--- src/rtl/fifo_write_handler.sv ---
// fifo_write_handler: write-side pointer and status controller for a
// dual-clock FIFO whose depth need not be a power of two.
// The pointer is a wrap bit plus a binary index that counts 0..DEPTH-1.
// Full, fill level and almost-full are derived from the read pointer
// after it has been synchronized into the write domain.
// Optional feature macro: OVF_COUNT_EN adds a saturating 8-bit count of
// rejected writes on output ovf_count.
module fifo_write_handler #(
  parameter int ADDRSIZE     = 8,
  parameter int DEPTH        = 90,
  parameter int AFULL_THRESH = 80
) (
  input  logic                wr_clk,
  input  logic                wr_rst,
  input  logic                wr_en,
  input  logic                ovf_clr,
  input  logic [ADDRSIZE-1:0] rptr,
  output logic [ADDRSIZE-1:0] wptr,
  output logic [ADDRSIZE-2:0] waddr,
  output logic                wr_mem_en,
  output logic                wfull,
  output logic                walmost_full,
  output logic [ADDRSIZE-1:0] wlevel,
  output logic                wr_ack,
`ifdef OVF_COUNT_EN
  output logic                overflow,
  output logic [7:0]          ovf_count
`else
  output logic                overflow
`endif
);

  localparam logic [ADDRSIZE-2:0] LAST_IDX    = (ADDRSIZE-1)'(DEPTH - 1);
  localparam logic [ADDRSIZE-1:0] DEPTH_W     = ADDRSIZE'(DEPTH);
  localparam logic [ADDRSIZE-1:0] AFULL_W     = ADDRSIZE'(AFULL_THRESH);

  logic [ADDRSIZE-1:0] wptr_q, wptr_d;
  logic                wrAck_q, wrAck_d;
  logic                overflow_q, overflow_d;
  logic                wWrap, rWrap;
  logic [ADDRSIZE-2:0] wIdx, rIdx;
  logic [ADDRSIZE-1:0] wIdxExt, rIdxExt;
  logic                rejectedWrite;

  assign wWrap   = wptr_q[ADDRSIZE-1];
  assign rWrap   = rptr[ADDRSIZE-1];
  assign wIdx    = wptr_q[ADDRSIZE-2:0];
  assign rIdx    = rptr[ADDRSIZE-2:0];
  assign wIdxExt = {1'b0, wIdx};
  assign rIdxExt = {1'b0, rIdx};

  // Status from the current pointer pair; a stale rptr can only make the
  // FIFO look fuller than it is, so full is never optimistic.
  always_comb begin
    wfull = (wWrap != rWrap) && (wIdx == rIdx);
    if (wWrap == rWrap) begin
      wlevel = wIdxExt - rIdxExt;
    end else begin
      wlevel = DEPTH_W - rIdxExt + wIdxExt;
    end
    walmost_full = (wlevel >= AFULL_W);
  end

  assign wr_mem_en     = wr_en & ~wfull & ~wr_rst;
  assign rejectedWrite = wr_en & wfull;
  assign wptr          = wptr_q;
  assign waddr         = wIdx;
  assign wr_ack        = wrAck_q;
  assign overflow      = overflow_q;

  // Next pointer: the index wraps at DEPTH-1 (not at a power of two) and
  // toggles the wrap bit; the sticky overflow flag lets set beat clear.
  always_comb begin
    wptr_d = wptr_q;
    if (wr_mem_en) begin
      if (wIdx == LAST_IDX) begin
        wptr_d = {~wWrap, {(ADDRSIZE-1){1'b0}}};
      end else begin
        wptr_d = {wWrap, wIdx + 1'b1};
      end
    end
    wrAck_d    = wr_mem_en;
    overflow_d = overflow_q;
    if (ovf_clr) begin
      overflow_d = 1'b0;
    end
    if (rejectedWrite) begin
      overflow_d = 1'b1;
    end
  end

  // Write-domain state registers with synchronous reset taking priority.
  always_ff @(posedge wr_clk) begin
    if (wr_rst) begin
      wptr_q     <= '0;
      wrAck_q    <= 1'b0;
      overflow_q <= 1'b0;
    end else begin
      wptr_q     <= wptr_d;
      wrAck_q    <= wrAck_d;
      overflow_q <= overflow_d;
    end
  end

`ifdef OVF_COUNT_EN
  logic [7:0] ovfCount_q, ovfCount_d;

  // Rejected-write counter: saturates at 255, and a clear that coincides
  // with a rejected write still records that one rejection.
  always_comb begin
    ovfCount_d = ovfCount_q;
    if (ovf_clr) begin
      ovfCount_d = rejectedWrite ? 8'd1 : 8'd0;
    end else if (rejectedWrite && (ovfCount_q != 8'hFF)) begin
      ovfCount_d = ovfCount_q + 8'd1;
    end
  end

  // Counter register, cleared by reset.
  always_ff @(posedge wr_clk) begin
    if (wr_rst) begin
      ovfCount_q <= 8'd0;
    end else begin
      ovfCount_q <= ovfCount_d;
    end
  end

  assign ovf_count = ovfCount_q;
`endif

endmodule

--- config.mk ---
export PLATFORM = sky130hd
export DESIGN_NAME = fifo_write_handler
export DESIGN_NICKNAME = d
export VERILOG_FILES = /design/src/rtl/fifo_write_handler.sv
export SDC_FILE = /design/constraint.sdc
export NUM_CORES = 1
export LEC_CHECK = 0
export BUFFER_PORTS_ARGS = -buffer_cell sky130_fd_sc_hd__buf_2
export CAP_MARGIN = 20
export CORE_ASPECT_RATIO = 1.75
export CORE_UTILIZATION = 40
export DETAILED_ROUTE_END_ITERATION = 10
export PLACE_DENSITY = 0.74
export SYNTH_ARGS = -nofsm -noshare
export SYNTH_HDL_FRONTEND = slang
export SYNTH_SLANG_ARGS = --single-unit
--- constraint.sdc ---
create_clock -name wr_clk -period 3.3 [get_ports wr_clk]
set_input_delay 0.66 -clock wr_clk [delete_from_list [all_inputs] [get_ports wr_clk]]
set_output_delay 0.66 -clock wr_clk [all_outputs]
set_load 0.01 [all_outputs]
## Word-level counts from Yosys, hierarchy flattened

Cells that the tools add are included.

| word-level totals | value |
|---|---|
| word-level logic and storage cells | 26 |
| output and inout port bits | 28 |
| register bits after elaboration | 10 |
| input bits | 12 |

| cells by class | value |
|---|---|
| equal/unequal tests | 4 |
| order comparisons | 1 |
| multiplexer cells | 4 |
| reductions and logical operators | 3 |
| add/sub/neg operators | 4 |
| bitwise gates (word level) | 6 |

Operators by type and width:

| kind | number |
|---|---|
| 8-bit by 7-bit adder with 8-bit output | 1 |
| 8-bit by 7-bit greater-or-equal comparator with 1-bit output, second input constant | 1 |
| 8-bit 2-to-1 mux | 1 |
| 7-bit by 7-bit subtractor with 8-bit output | 1 |
| 7-bit by 7-bit subtractor with 8-bit output, first input constant | 1 |
| 7-bit by 1-bit adder with 7-bit output, second input constant | 1 |
| 7-bit == test | 1 |
| 7-bit == test, second input constant | 1 |
| 7-bit 2-to-1 mux | 1 |
| 1-bit AND | 3 |
| 1-bit inverter | 3 |
| 1-bit 2-to-1 mux | 2 |
| 2-bit AND reduction | 1 |
| 2-bit nonzero test | 1 |
| 1-bit == test | 1 |
| 1-bit logical AND | 1 |
| 1-bit inequality test | 1 |

## Longest topological paths before layout

| depth | value |
|---|---|
| word-level depth | 6 |
| depth in mapped cells | 11 |
| mapped depth without buffers | 11 |

## Worst setup path after synthesis

Ideal clock, no wire load.

| timing path | value |
|---|---|
| path type | input-to-output |
| start | input port rptr[1] |
| end | output port walmost_full |
| required time | 2,640 ps |
| stages | 11 |
| path slack | 2 ps |
| arrival time | 2,638 ps |
| path buffers | 0 |
| path through | inv_1 > ha_1 > inv_1 > ha_1 > fa_1 > nand2b_1 > a211oi_1 > o21ai_0 > a21oi_1 > o32ai_1 > a21o_1 |

| between the ends | value |
|---|---|
| longest elaborated chain between the ends | 4 |
| elaborated cells between the ends (all ways) | 5 |
| those cells by class | 3 x add/sub; 1 x order compare; 1 x mux |

RTL lines:

| element | line | text |
|---|---|---|
| start, declared | 17 | `input logic [ADDRSIZE-1:0] rptr,` |
| 7-bit by 7-bit subtractor with 8-bit output | 59 | `wlevel = DEPTH_W - rIdxExt + wIdxExt;` |
| 8-bit by 7-bit adder with 8-bit output | 59 |  |
| 8-bit 2-to-1 mux * | 56 | `if (wWrap == rWrap) begin` |
| named net wlevel[7] | 23 | `output logic [ADDRSIZE-1:0] wlevel,` |
| 8-bit by 7-bit greater-or-equal comparator with 1-bit output * | 61 | `walmost_full = (wlevel >= AFULL_W);` |
| end, declared | 22 | `output logic walmost_full,` |

The timed path passes the listed nets; every way through them passes the cells marked *.

## Worst setup path in the final report

| timing path | value |
|---|---|
| start | input port rptr[2] |
| end | output port walmost_full |

| between the ends | value |
|---|---|
| longest elaborated chain between the ends | 4 |
| elaborated cells between the ends (all ways) | 5 |
| those cells by class | 3 x add/sub; 1 x order compare; 1 x mux |

RTL lines:

| element | line |
|---|---|
| 7-bit by 7-bit subtractor with 8-bit output | 59 |
| 8-bit by 7-bit adder with 8-bit output | 59 |
| 8-bit 2-to-1 mux * | 56 |
| 8-bit by 7-bit greater-or-equal comparator with 1-bit output * | 61 |

Mark *: on every way between the ends. The rest lies on a longest branch, timed or not.

==> run_results.csv <==
group,metric,value,unit
placement,io_buffer_count,39,
sta,fin_skew,0.000123,ns
sta,maxClockFrequency,310,MHz
route,vias,1209,
die,die_w,44.8,µm
finish,finalInstanceArea,1720,µm²
route,routedWlPerCell,11.5,µm
finish,diodes,0,
route,wl_met1,1.09,mm
logic_synthesis,ys_seq_area_share,15.6,%
die,ios,40,
clock_tree,root_buffer,"clkbuf_8",
critical_path,path_class,"in -> out",
global_route,grt_overflow,0,
route,maxUsedRoutingLayer,"met4",
clock_tree,clockBufferDepth,2,
critical_path,cp-end-kind,"output port",
die,die_h,77.0,µm
pwr,peakVddDrop,0.000210,V
sta,rsz0062_at_grt,"yes",
finish,multiInputGateArea,992,µm²
logic_synthesis,synth-edff-count,0,
global_route,grt_antenna_before_repair,0,
route,wl_met2,1.65,mm
logic_synthesis,synth_nets,191,
clock_tree,cts_max_level,1,
logic_synthesis,synth_top_area_share,18.5,%
global_route,grt_max_degree,11,
clock_tree,cts_inserted_buffers,3,
finish,area_delta_synth_final,34.2,%
min_path,worst_hold_path.num_cells,2,
route,post_drt_via_cell_ratio,4.88,
logic_synthesis,synth_warnings,0,
logic_synthesis,ys_ff_latch,10,
critical_path,cp-start-kind,"input port",
clock_tree,insertion_delay,0.23,ns
critical_path,r2r_cells,8,
sta,slew_headroom,66.1,%
finish,nets,242,
min_path,hold_path.class,"in -> reg",
global_route,grt_pass1_vias,1202,
finish,final_cell_mix,"buf_2, inv_1, ha_1, buf_4, nor2_1",
sta,finalCriticalPeriod,3.22,ns
job,cap_violations,0,
sta,final.period_utilization,97.7,%
finish,drive_above_1_share,38.8,%
placement,hpwl,2.37,mm
route,ant_nets,0,
pwr,p_leak,0.872,nW
logic_synthesis,synthFlopType,"dfxtp_1",
route,route.detailed.drc,0,
global_route,grt_pass1_wl,4.86,mm
placement,dp.cells,242,
clock_tree,cts_sinks,10,
critical_path,critPathArrivalTime,2.56,ns
logic_synthesis,syn_area,1280,µm²
die,die_area,3450,µm²
logic_synthesis,netlist_top_cells_area,"ha_1, dfxtp_1, inv_1, fa_1, xnor2_1",
placement,placed_cell_area,1570,µm²
logic_synthesis,syn_avg_cell_area,8.24,µm²
sta,tightest_slew,0.506,ns
sta,timing.final.hold_violations,0,
finish,layout.area.seq,200,µm²
clock_tree,clk_pin_slew_worst_paths,0.05,ns
die,start_util,42.9,%
logic_synthesis,synth_cell_types,36,
critical_path,required,2.64,ns
logic_synthesis,synth_top_area_cell,"ha_1",
critical_path,path_max_fanout,2,
logic_synthesis,synthArstFlopShare,0,%
run_status,status,"completed",
route,firstDrtPassIters,3,
pwr,powerDensity,269,nW/µm²
route,wl_met3,59,µm
logic_synthesis,synthCells,156,
die,core.rowCount,26,
clock_tree,tritoncts,"yes",
sta,slew_violations,0,
placement,finalWeightedCongestion,0.807,
route,drt-initial-drc-count,4,
sta,hold_slack,0.615,ns
sta,setup_viol,0,
route,wl,2.85,mm
global_route,grt_use_total,18.4,%
finish,mostFrequentLayoutCell,"buf_2",
finish,layout.cells.non_filler,248,
finish,fill_cells,290,
die,core_area,2990,µm²
[per-layer routing]
| layer | up-vias | global-route usage (%) |
|---|---|---|
| li1 | 613 | - |
| met2 | 22 | 36.8 |
| met3 | 5 | 1.65 |
| met5 | - | 0 |
| met1 | 569 | 17.7 |
| met4 | 0 | 6.67 |
[per-stage QoR]
step                      setup WS [ns]  util (%)  power, mW  TNS (ns)
final                            0.0755      57.6      0.464         0
after global routing            -0.0586      57.6      0.497   -0.0586
after CTS                       0.00421      55.4      0.456         0
after detailed placement        -0.0987      52.3      0.296    -0.155
after global placement          -0.0758      52.3      0.293   -0.0995
after floorplan                 0.00183         -      0.237         0
[what timing repair did]
| action | 4_1_cts | 5_1_grt |
|---|---|---|
| cloned | 0 | 0 |
| buffers inserted | 1 | 1 |
| pin swaps | 1 | 7 |
| resized for setup | 6 | 14 |
| hold buffers | 0 | 0 |
| endpoints found under the setup margin | 2 | 2 |
[synth_stat cells (2+ instances only)]
cell type  number
inv_1          27
ha_1           19
nor2_1         15
dfxtp_1        10
xnor2_1         9
a21oi_1         7
buf_4           7
o21ai_0         7
nand2_1         5
xor2_1          5
fa_1            4
nand2b_1        4
nand3_1         4
nand4_1         4
a211oi_1        2
a21o_1          2
a31oi_1         2
mux2i_1         2
nand4_4         2
nor2b_1         2
nor3_1          2
[logic make-up after synthesis]
| family | after synthesis | share of synthesized area (%) |
|---|---|---|
| DFF | 10 | 15.6 |
| buffers and inverters | 35 | 12.9 |
| and+or+nand+nor | 43 | 19.7 |
| xor gates and xnor gates | 15 | 10.8 |
| adders and majority gates | 23 | 24.7 |
| AOI/OAI and AO/OA | 27 | 13.9 |
| muxes | 3 | 2.43 |
[sequential cells by signal, summed over array words and instances, names as in the netlist]
signal / flops
wr_ack: 1
wptr: 8
overflow: 1
[critical path, cell delays in order]
cell and delay (ns):
buf_6 0.07, inv_4 0.03, ha_4 0.15, fa_1 0.49
buf_4 0.16, o21bai_2 0.18, a31oi_1 0.12, xnor2_1 0.13
mux2_2 0.27, a21o_1 0.17, buf_2 0.13
[report_power, final]
| group | total (mW) | internal [mW] | leakage, nW | switching (mW) |
|---|---|---|---|---|
| combinational | 0.186 | 0.0902 | 0.762 | 0.0954 |
| clock | 0.152 | 0.105 | 0.0288 | 0.0472 |
| sequential | 0.126 | 0.124 | 0.0812 | 0.00213 |
[final timing paths]
check	from	endpoint	slack, ns
worst max register to register	wptr[3]	wptr[1]	1.12
worst min-delay path	wr_rst	wptr[7]	0.61
worst max-delay path	rptr[2]	walmost_full	0.08
worst min register to register	overflow	overflow	0.63
[area by class of cell]
type,count,area share [%]
Tap cell,42,3.05
Sequential cell,10,11.6
Clock buffer,4,3.19
Inverter,27,6.02
Multi-Input combinational cell,111,57.5
Timing Repair Buffer,54,18.6
Note: power is estimated with default switching activity, not from simulation.
